**config.mk**
```make
export PLATFORM = sky130hd
export DESIGN_NAME = round_ctrl
export DESIGN_NICKNAME = d
export VERILOG_FILES = /design/src/rtl/round_ctrl.sv
export SDC_FILE = /design/constraint.sdc
export NUM_CORES = 1
export LEC_CHECK = 0
export BUFFER_PORTS_ARGS = -buffer_cell sky130_fd_sc_hd__buf_2
export CORE_MARGIN = 2
export CORE_UTILIZATION = 48
export DETAILED_ROUTE_END_ITERATION = 16
export PLACE_DENSITY = 0.77
export SLEW_MARGIN = 20
export SYNTH_ARGS = -nofsm -noshare
export SYNTH_HDL_FRONTEND = slang
export SYNTH_SLANG_ARGS = --single-unit
```
**constraint.sdc**
```tcl
create_clock -name Clk -period 1.9 [get_ports Clk]
set_clock_uncertainty 0.1 [all_clocks]
set_input_delay 0.57 -clock Clk [delete_from_list [all_inputs] [get_ports Clk]]
set_output_delay 0.57 -clock Clk [all_outputs]
set_load 0.02 [all_outputs]
```
**src/rtl/round_ctrl.sv**
```systemverilog
// Game-flow controller for the duck-hunt round: sequences title, flight, fall,
// escape and game-over, and keeps ammo, hit, round and score bookkeeping for the HUD.
module round_ctrl #(
    parameter int DUCKS_PER_ROUND = 10,
    parameter int HITS_TO_PASS    = 6,
    parameter int SHOTS_PER_DUCK  = 3,
    parameter int DUCK_SIZE       = 64,
    parameter int ESCAPE_FRAMES   = 60,
    parameter int HIT_POINTS      = 500
) (
    input  logic        Clk,
    input  logic        Reset,
    input  logic        frame_clk,
    input  logic        start_btn,
    input  logic        trigger,
    input  logic [9:0]  cross_x,
    input  logic [9:0]  cross_y,
    input  logic [9:0]  duck_x,
    input  logic [9:0]  duck_y,
    input  logic        bird_shot,
    input  logic        flew_away,
    input  logic        duck_ded_done,
    output logic [2:0]  state,
    output logic        shot,
    output logic        new_round,
    output logic [1:0]  shots_left,
    output logic [3:0]  duck_num,
    output logic [3:0]  ducks_hit,
    output logic [7:0]  round,
    output logic [15:0] score
);

    localparam int ESC_W = $clog2(ESCAPE_FRAMES + 1);

    typedef enum logic [2:0] {
        S_TITLE,
        S_START,
        S_FLY,
        S_FALL,
        S_ESCAPE,
        S_NEXT,
        S_GAMEOVER
    } fsm_t;

    fsm_t fsm, fsm_d;

    logic             frame_q1, frame_q2;
    logic             trig_s1, trig_s2, trig_s3;
    logic             fe, te;
    logic             in_box;
    logic [9:0]       diff_x, diff_y;
    logic [16:0]      score_sum;
    logic [ESC_W-1:0] esc_cnt, esc_d;

    logic [2:0]  state_d;
    logic        shot_d, new_round_d;
    logic [1:0]  shots_d;
    logic [3:0]  duck_d, hits_d;
    logic [7:0]  round_d;
    logic [15:0] score_d;

    assign fe = frame_q1 & ~frame_q2;
    assign te = trig_s2 & ~trig_s3;

    // Unsigned 10-bit differences: a crosshair left of / above the duck wraps large and misses.
    assign diff_x    = cross_x - duck_x;
    assign diff_y    = cross_y - duck_y;
    assign in_box    = (diff_x < 10'(DUCK_SIZE)) && (diff_y < 10'(DUCK_SIZE));
    assign score_sum = {1'b0, score} + 17'(HIT_POINTS);

    always_comb begin
        fsm_d       = fsm;
        shot_d      = shot;
        new_round_d = new_round;
        shots_d     = shots_left;
        duck_d      = duck_num;
        hits_d      = ducks_hit;
        round_d     = round;
        score_d     = score;
        esc_d       = esc_cnt;
        state_d     = 3'b000;

        case (fsm)
            S_TITLE: begin
                shot_d      = 1'b0;
                new_round_d = 1'b0;
                if (start_btn) begin
                    fsm_d       = S_START;
                    new_round_d = 1'b1;
                    shots_d     = 2'(SHOTS_PER_DUCK);
                end
            end
            S_START: begin
                if (fe) begin
                    fsm_d       = S_FLY;
                    new_round_d = 1'b0;
                end
            end
            S_FLY: begin
                // An escape overrides a simultaneous hit report.
                if (flew_away) begin
                    fsm_d  = S_ESCAPE;
                    shot_d = 1'b0;
                    esc_d  = '0;
                end else if (bird_shot) begin
                    fsm_d   = S_FALL;
                    shot_d  = 1'b0;
                    hits_d  = ducks_hit + 4'd1;
                    score_d = score_sum[16] ? 16'hFFFF : score_sum[15:0];
                end else if (te && (shots_left != 2'd0) && !shot) begin
                    shots_d = shots_left - 2'd1;
                    if (in_box) begin
                        shot_d = 1'b1;
                    end
                end
            end
            S_FALL: begin
                if (duck_ded_done) begin
                    fsm_d = S_NEXT;
                end
            end
            S_ESCAPE: begin
                if (fe) begin
                    if (esc_cnt == ESC_W'(ESCAPE_FRAMES - 1)) begin
                        fsm_d = S_NEXT;
                    end else begin
                        esc_d = esc_cnt + 1'b1;
                    end
                end
            end
            S_NEXT: begin
                if (duck_num < 4'(DUCKS_PER_ROUND - 1)) begin
                    fsm_d       = S_START;
                    duck_d      = duck_num + 4'd1;
                    new_round_d = 1'b0;
                    shots_d     = 2'(SHOTS_PER_DUCK);
                    shot_d      = 1'b0;
                end else if (ducks_hit >= 4'(HITS_TO_PASS)) begin
                    fsm_d       = S_START;
                    round_d     = (round == 8'hFF) ? round : round + 8'd1;
                    duck_d      = 4'd0;
                    hits_d      = 4'd0;
                    new_round_d = 1'b1;
                    shots_d     = 2'(SHOTS_PER_DUCK);
                    shot_d      = 1'b0;
                end else begin
                    fsm_d = S_GAMEOVER;
                end
            end
            S_GAMEOVER: begin
                if (start_btn) begin
                    fsm_d   = S_TITLE;
                    score_d = 16'd0;
                    round_d = 8'd1;
                    duck_d  = 4'd0;
                    hits_d  = 4'd0;
                end
            end
            default: begin
                fsm_d = S_TITLE;
            end
        endcase

        // ESCAPE and NEXT share a code so the duck block sees one continuous escape.
        case (fsm_d)
            S_TITLE:    state_d = 3'b000;
            S_START:    state_d = 3'b001;
            S_FLY:      state_d = 3'b010;
            S_ESCAPE:   state_d = 3'b011;
            S_NEXT:     state_d = 3'b011;
            S_FALL:     state_d = 3'b100;
            S_GAMEOVER: state_d = 3'b101;
            default:    state_d = 3'b000;
        endcase
    end

    always_ff @(posedge Clk) begin
        if (!Reset) begin
            fsm        <= S_TITLE;
            state      <= 3'b000;
            shot       <= 1'b0;
            new_round  <= 1'b0;
            shots_left <= 2'(SHOTS_PER_DUCK);
            duck_num   <= 4'd0;
            ducks_hit  <= 4'd0;
            round      <= 8'd1;
            score      <= 16'd0;
            esc_cnt    <= '0;
            frame_q1   <= 1'b0;
            frame_q2   <= 1'b0;
            trig_s1    <= 1'b0;
            trig_s2    <= 1'b0;
            trig_s3    <= 1'b0;
        end else begin
            fsm        <= fsm_d;
            state      <= state_d;
            shot       <= shot_d;
            new_round  <= new_round_d;
            shots_left <= shots_d;
            duck_num   <= duck_d;
            ducks_hit  <= hits_d;
            round      <= round_d;
            score      <= score_d;
            esc_cnt    <= esc_d;
            frame_q1   <= frame_clk;
            frame_q2   <= frame_q1;
            trig_s1    <= trigger;
            trig_s2    <= trig_s1;
            trig_s3    <= trig_s2;
        end
    end

endmodule
```
; Word-level counts from Yosys, hierarchy flattened
; Cells that the tools add are included.
[totals]
wordCells = 135
regBits = 53
[classes]
mux = 53
n_reduce_logical = 21
bitwise = 4
magnitude_cmp = 4
n_eq_ne = 30
add_sub_neg = 8
[op_table]
columns = cell, count
row1 = $mux W16, 4
row2 = $mux W8, 4
row3 = $pmux W16 S2, 1
row4 = $mux W3, 10
row5 = $ne A2 B2 Y1 const B, 13
row6 = $mux W4, 6
row7 = $pmux W3 S7, 1
row8 = $lt A10 B7 Y1 const B, 2
row9 = $sub A10 B10 Y10, 2
row10 = $eq A3 B3 Y1 const B, 6
row11 = $mux W6, 3
row12 = $add A16 B9 Y17 const B, 1
row13 = $pmux W8 S2, 1
row14 = $pmux W3 S5, 1
row15 = $eq A3 B2 Y1 const B, 4
row16 = $mux W2, 6
row17 = $pmux W4 S3, 1
row18 = $pmux W6 S2, 1
row19 = $reduce_and A4 Y1, 3
row20 = $reduce_and A6 Y1, 2
row21 = $mux W1, 10
row22 = $reduce_bool A3 Y1, 3
row23 = $add A4 B1 Y4 const B, 2
row24 = $add A8 B1 Y8 const B, 1
row25 = other kinds (21), 32

; Longest topological paths before layout
[depth]
ltp_word = 8
mapped_depth = 8
ltp_nobuf = 8

; Worst setup path before layout
; OpenSTA, ideal clock, no wires.
[synth_path]
path_kind = flip-flop to flip-flop
start = register ducks_hit[1]
end = register round[6]
slack_ns = -0.341
arrival_ns = 2.069
path_stages_with_launch = 8
path_buffers = 0
period_less_slack_ns = 2.241
required_time_ns = 1.728
path_cell_list = dfxtp_1 > ha_1 > o21ai_2 > and2_4 > o41ai_4 > nand2_2 > or4_1 > a21oi_1
[synth_via]
elab_chain_len = 3
[synth_rtl]
columns = element, line
row1 = from (decl), 28  ; output logic [3:0] ducks_hit,
row2 = from (signal assigned), 201  ; ducks_hit <= hits_d;
row3 = $ge A4 B3 Y1, 138  ; end else if (ducks_hit >= 4'(HITS_TO_PASS)) begin
row4 = $ne A2 B2 Y1 (no source line), -
row5 = $reduce_and A5 Y1 (no source line), -
row6 = to (signal assigned), 202  ; round <= round_d;
row7 = to (decl), 29  ; output logic [7:0] round,
; Every way passes these cells.
; A chain may end at the register's enable or synchronous reset.

; Worst setup path in the final report
[layout_path]
start = register ducks_hit[0]
end = register round[6]
; Same word-level chain as after synthesis.

==> results.txt <==
- Cell count of the worst reg-to-reg path: 8
- Via count: between 3k and 4k
- Max-cap violations in this run came to 0.
- Area after DPL: about 4200 um^2
* Maximum number of buffers from clock root to sink: 2
- Share of the yosys chip area belonging to registers: 0.321
- In this run the number of H-tree levels came out at 2.
- The worst register-to-register path begins at ducks_hit[0].
- The number of global-route vias before repair is between 3k and 4k.
- Initial standard-cell utilization of the core: 0.502
- The tightest min-delay check is of the reg -> reg type.
* Share of the clock period used by the worst path: 1.02
* Residual DRC count: 0
- Start point of the worst min-delay path: trig_s1
- Worst Hold Path Cells: 1
* Time the final worst path needs with I/O delays and setup: 1.93 ns
- The worst setup path is captured at a flop.
- Setup violations remaining at the end of the flow were counted as 1.
- After routing the design area is approximately 4600 um^2.
- Number of DRC violations after detailed-routing iteration 0: 168
- Post-synthesis instance area: between 3000 and 4000 um^2
- The run finished, with violations left.
* Placer Congestion: roughly 0.86
- Total grt overflow: 0
- # nets final: approximately 630
- Count of distinct cell types in the synthesized netlist: 54
- The die is roughly 86 um wide.
- Counting tap cells, the placed design contains a total of roughly 620 instances.
- Post-synthesis async set-or-reset flop share: 0
* Storage cell area: ~1100 um^2
- Clock Pin Slew Worst Setup and Hold Paths: about 0.09 ns
* Number of antenna-violating nets in the routed design: 0
- Worst reg2reg path endpoint: round[6]
- Fillers: 527
- Finished Layout Cells: 635
- Entering global routing, the biggest net connects 22 pins.
- The worst setup path is of the reg -> reg kind.
- Setup slack on the critical path of the routed design comes to -0.0292 ns.
- Hold Path End: trig_s2
- First-pass GRT wire length: ~14000 um
- Input and output buffers added on the ports amount to 86.
- Number of warnings reported in the yosys synthesis log: 0
- The final max-slew violation count came to 0.
* CTS buffer count: 5
* Highest ir drop seen on vdd: between 0.2 and 0.3 mV
- Layout cell share with drive strength beyond 1: 0.371
- Placement-stage worst setup slack: -0.298 ns
- Drt first pass iters: 6
- For the worst setup path, the data arrival time is 2.08 ns.
- Chip Height: ~86 um
* Detailed-route wire length: between 8000 and 9000 um
- The clock reaches the later pin of the worst-skew pair after 0.31 ns.
* Layout Utilization: 0.708
- Worst setup SP type: flop
- Failing checks: negative setup slack
- Via/cell ratio: 5.51
* Area occupied by multi-input gates: approximately 2300 um^2
- After technology mapping, the gate count stands at 419.
- In the final routed layout, each cell accounts on average for about 13 um.
- TritonCTS sink count: 52
- Max-slew headroom: 0.741
- Total number of placement rows: 29
- GRT Resource Usage Total: 0.222
* Number of ports placed on the die boundary: between 80 and 90
* Clock root cell: clkbuf_8
- The die covers between 7000 and 8000 um^2.
- Setup repair after global routing could not meet its margin everywhere.
* Top FF cell, synth: dfxtp_1
- The number of antenna diodes in the final layout is 0.
* Number of antenna violations at the first check in global routing: 0
- The total area inside the core boundary comes to 6460 um^2.
* Max Clock Freq: slightly above 500 MHz
- Mean instance size in the synthesized netlist: just under 8 um^2
- Post-synth EDFFs: 0
* Largest fanout on the critical path: 2
- Number of failing hold endpoints at the final stage: 0
- Hold repair after CTS inserted 0 buffers.
- Synthesis-stage register bit count: 52
- Static power due to leakage: 2.13 nW
* Number of nets produced by synthesis: ~500
- The completed layout was analyzed and its total power is ~0.0024 W.
- Power density over the cells: between 500 and 600 nW/um^2
- TritonCTS built the clock tree.
- Internal reg-to-reg setup slack: -0.03 ns
* Required time of the worst setup path: approximately 2.1 ns
- Relative to the synthesized area, the layout overhead comes to 41.1%.
* Detailed Place HPWL: about 6400 um
- Worst-margin pin slew: between 0.3 and 0.4 ns
## cell usage in the layout, fill, tap and decap left out, types with 3 or more instances in the layout
cell type	netlist	layout
o22ai_1	5	4
nand3_1	13	11
nand4_1	9	9
inv_2	0	4
nand2b_1	9	8
nor4_2	1	3
a21oi_1	35	32
dfxtp_2	0	7
dfxtp_4	0	3
buf_2	3	84
nor2_1	49	49
xnor2_1	10	10
o21ai_0	30	26
a21oi_2	0	3
inv_1	35	28
dfxtp_1	52	42
nor3_1	11	11
and3_1	8	8
nand2_1	35	33
o21ai_1	3	6
ha_1	24	15
mux2i_1	5	5
a21o_1	8	8
and2_1	8	8
ha_4	0	8
clkbuf_8	0	5
xor2_1	12	12
buf_4	1	54
## metrics by stage
stage | hold slack, ns | setup TNS [ns]
floorplan | 0.312 | -0.275
global placement | 0.314 | -2.03
detailed placement | 0.329 | -2.25
CTS | 0.352 | -0.108
global route | 0.364 | -0.443
finish | 0.349 | -0.0292
## routing by layer
metal	up-vias	part of all wire	track usage
li1	1750	-	-
met5	-	0	0
met2	122	0.52	0.407
met3	13	0.051	0.0352
met1	1614	0.42	0.266
met4	0	0.013	0.0639
## how the worst max path moves through the flow
stage / from / endpoint / slack [ns] / cells after the start
3_5_place_dp: duck_x[2] / shot / -0.30 / 9
6_report: ducks_hit[0] / round[6] / -0.03 / 8
4_1_cts: ducks_hit[0] / round[6] / -0.07 / 8
2_1_floorplan: duck_num[1] / round[6] / -0.21 / 8
5_1_grt: ducks_hit[0] / round[6] / -0.11 / 8
3_3_place_gp: duck_x[2] / shot / -0.27 / 9
## critical path, stage by stage (launching register included)
cell,delay (ns)
dfxtp_2,0.34
inv_2,0.06
ha_4,0.13
o21ai_4,0.06
and2_4,0.16
o41ai_4,0.36
nand2_2,0.09
or4_4,0.43
a21oi_2,0.13
## sequential cells by signal, summed over array words and instances (netlist names), 2 cells and up
register / count
shots_left: 2
esc_cnt: 6
score: 15
duck_num: 4
state: 3
fsm: 3
round: 8
ducks_hit: 4
## power by group
part           internal [W]  switching, W
combinational      0.000242      0.000255
sequential          0.00110     0.0000130
clock              0.000399      0.000376
total               0.00174      0.000645
## layout make-up
| cell class | count | area share |
|---|---|---|
| Sequential cell | 52 | 0.232 |
| Inverter | 35 | 0.0325 |
| Multi-Input combinational cell | 321 | 0.496 |
| Tap cell | 77 | 0.0211 |
| Clock buffer | 6 | 0.0159 |
| Timing Repair Buffer | 142 | 0.194 |
| Clock inverter | 2 | 0.00848 |
## cell usage after synthesis, types with 4 or more instances
cell      instances  area [um^2]
a21o_1            8         60.1
a21oi_1          35          175
a31oi_1           4         25.0
and2_1            8         50.1
and3_1            8         50.1
clkbuf_1          7         26.3
dfxtp_1          52         1040
ha_1             24          300
inv_1            35          131
mux2i_1           5         50.1
nand2_1          35          131
nand2b_1          9         56.3
nand3_1          13         65.1
nand4_1           9         56.3
nor2_1           49          184
nor3_1           11         55.1
nor4_1            4         25.0
o21ai_0          30          150
o22ai_1           5         31.3
xnor2_1          10         87.6
xor2_1           12          105
## timing repair
action | CTS | global route
resized for setup | 10 | 32
setup buffers | 3 | 4
pin swaps | 8 | 22
endpoints found under the setup margin | 4 | 29
## cell families after synthesis
logic type | share of synthesized area
AO/OA/AOI/OAI | 0.202
buffers and inverters | 0.0556
AND/OR/NAND/NOR | 0.254
multiplexers | 0.0154
XOR/XNOR | 0.0594
adder cells (fa/ha/maj) | 0.0926
flip-flops | 0.321
Power figures use the tool's default switching activity.
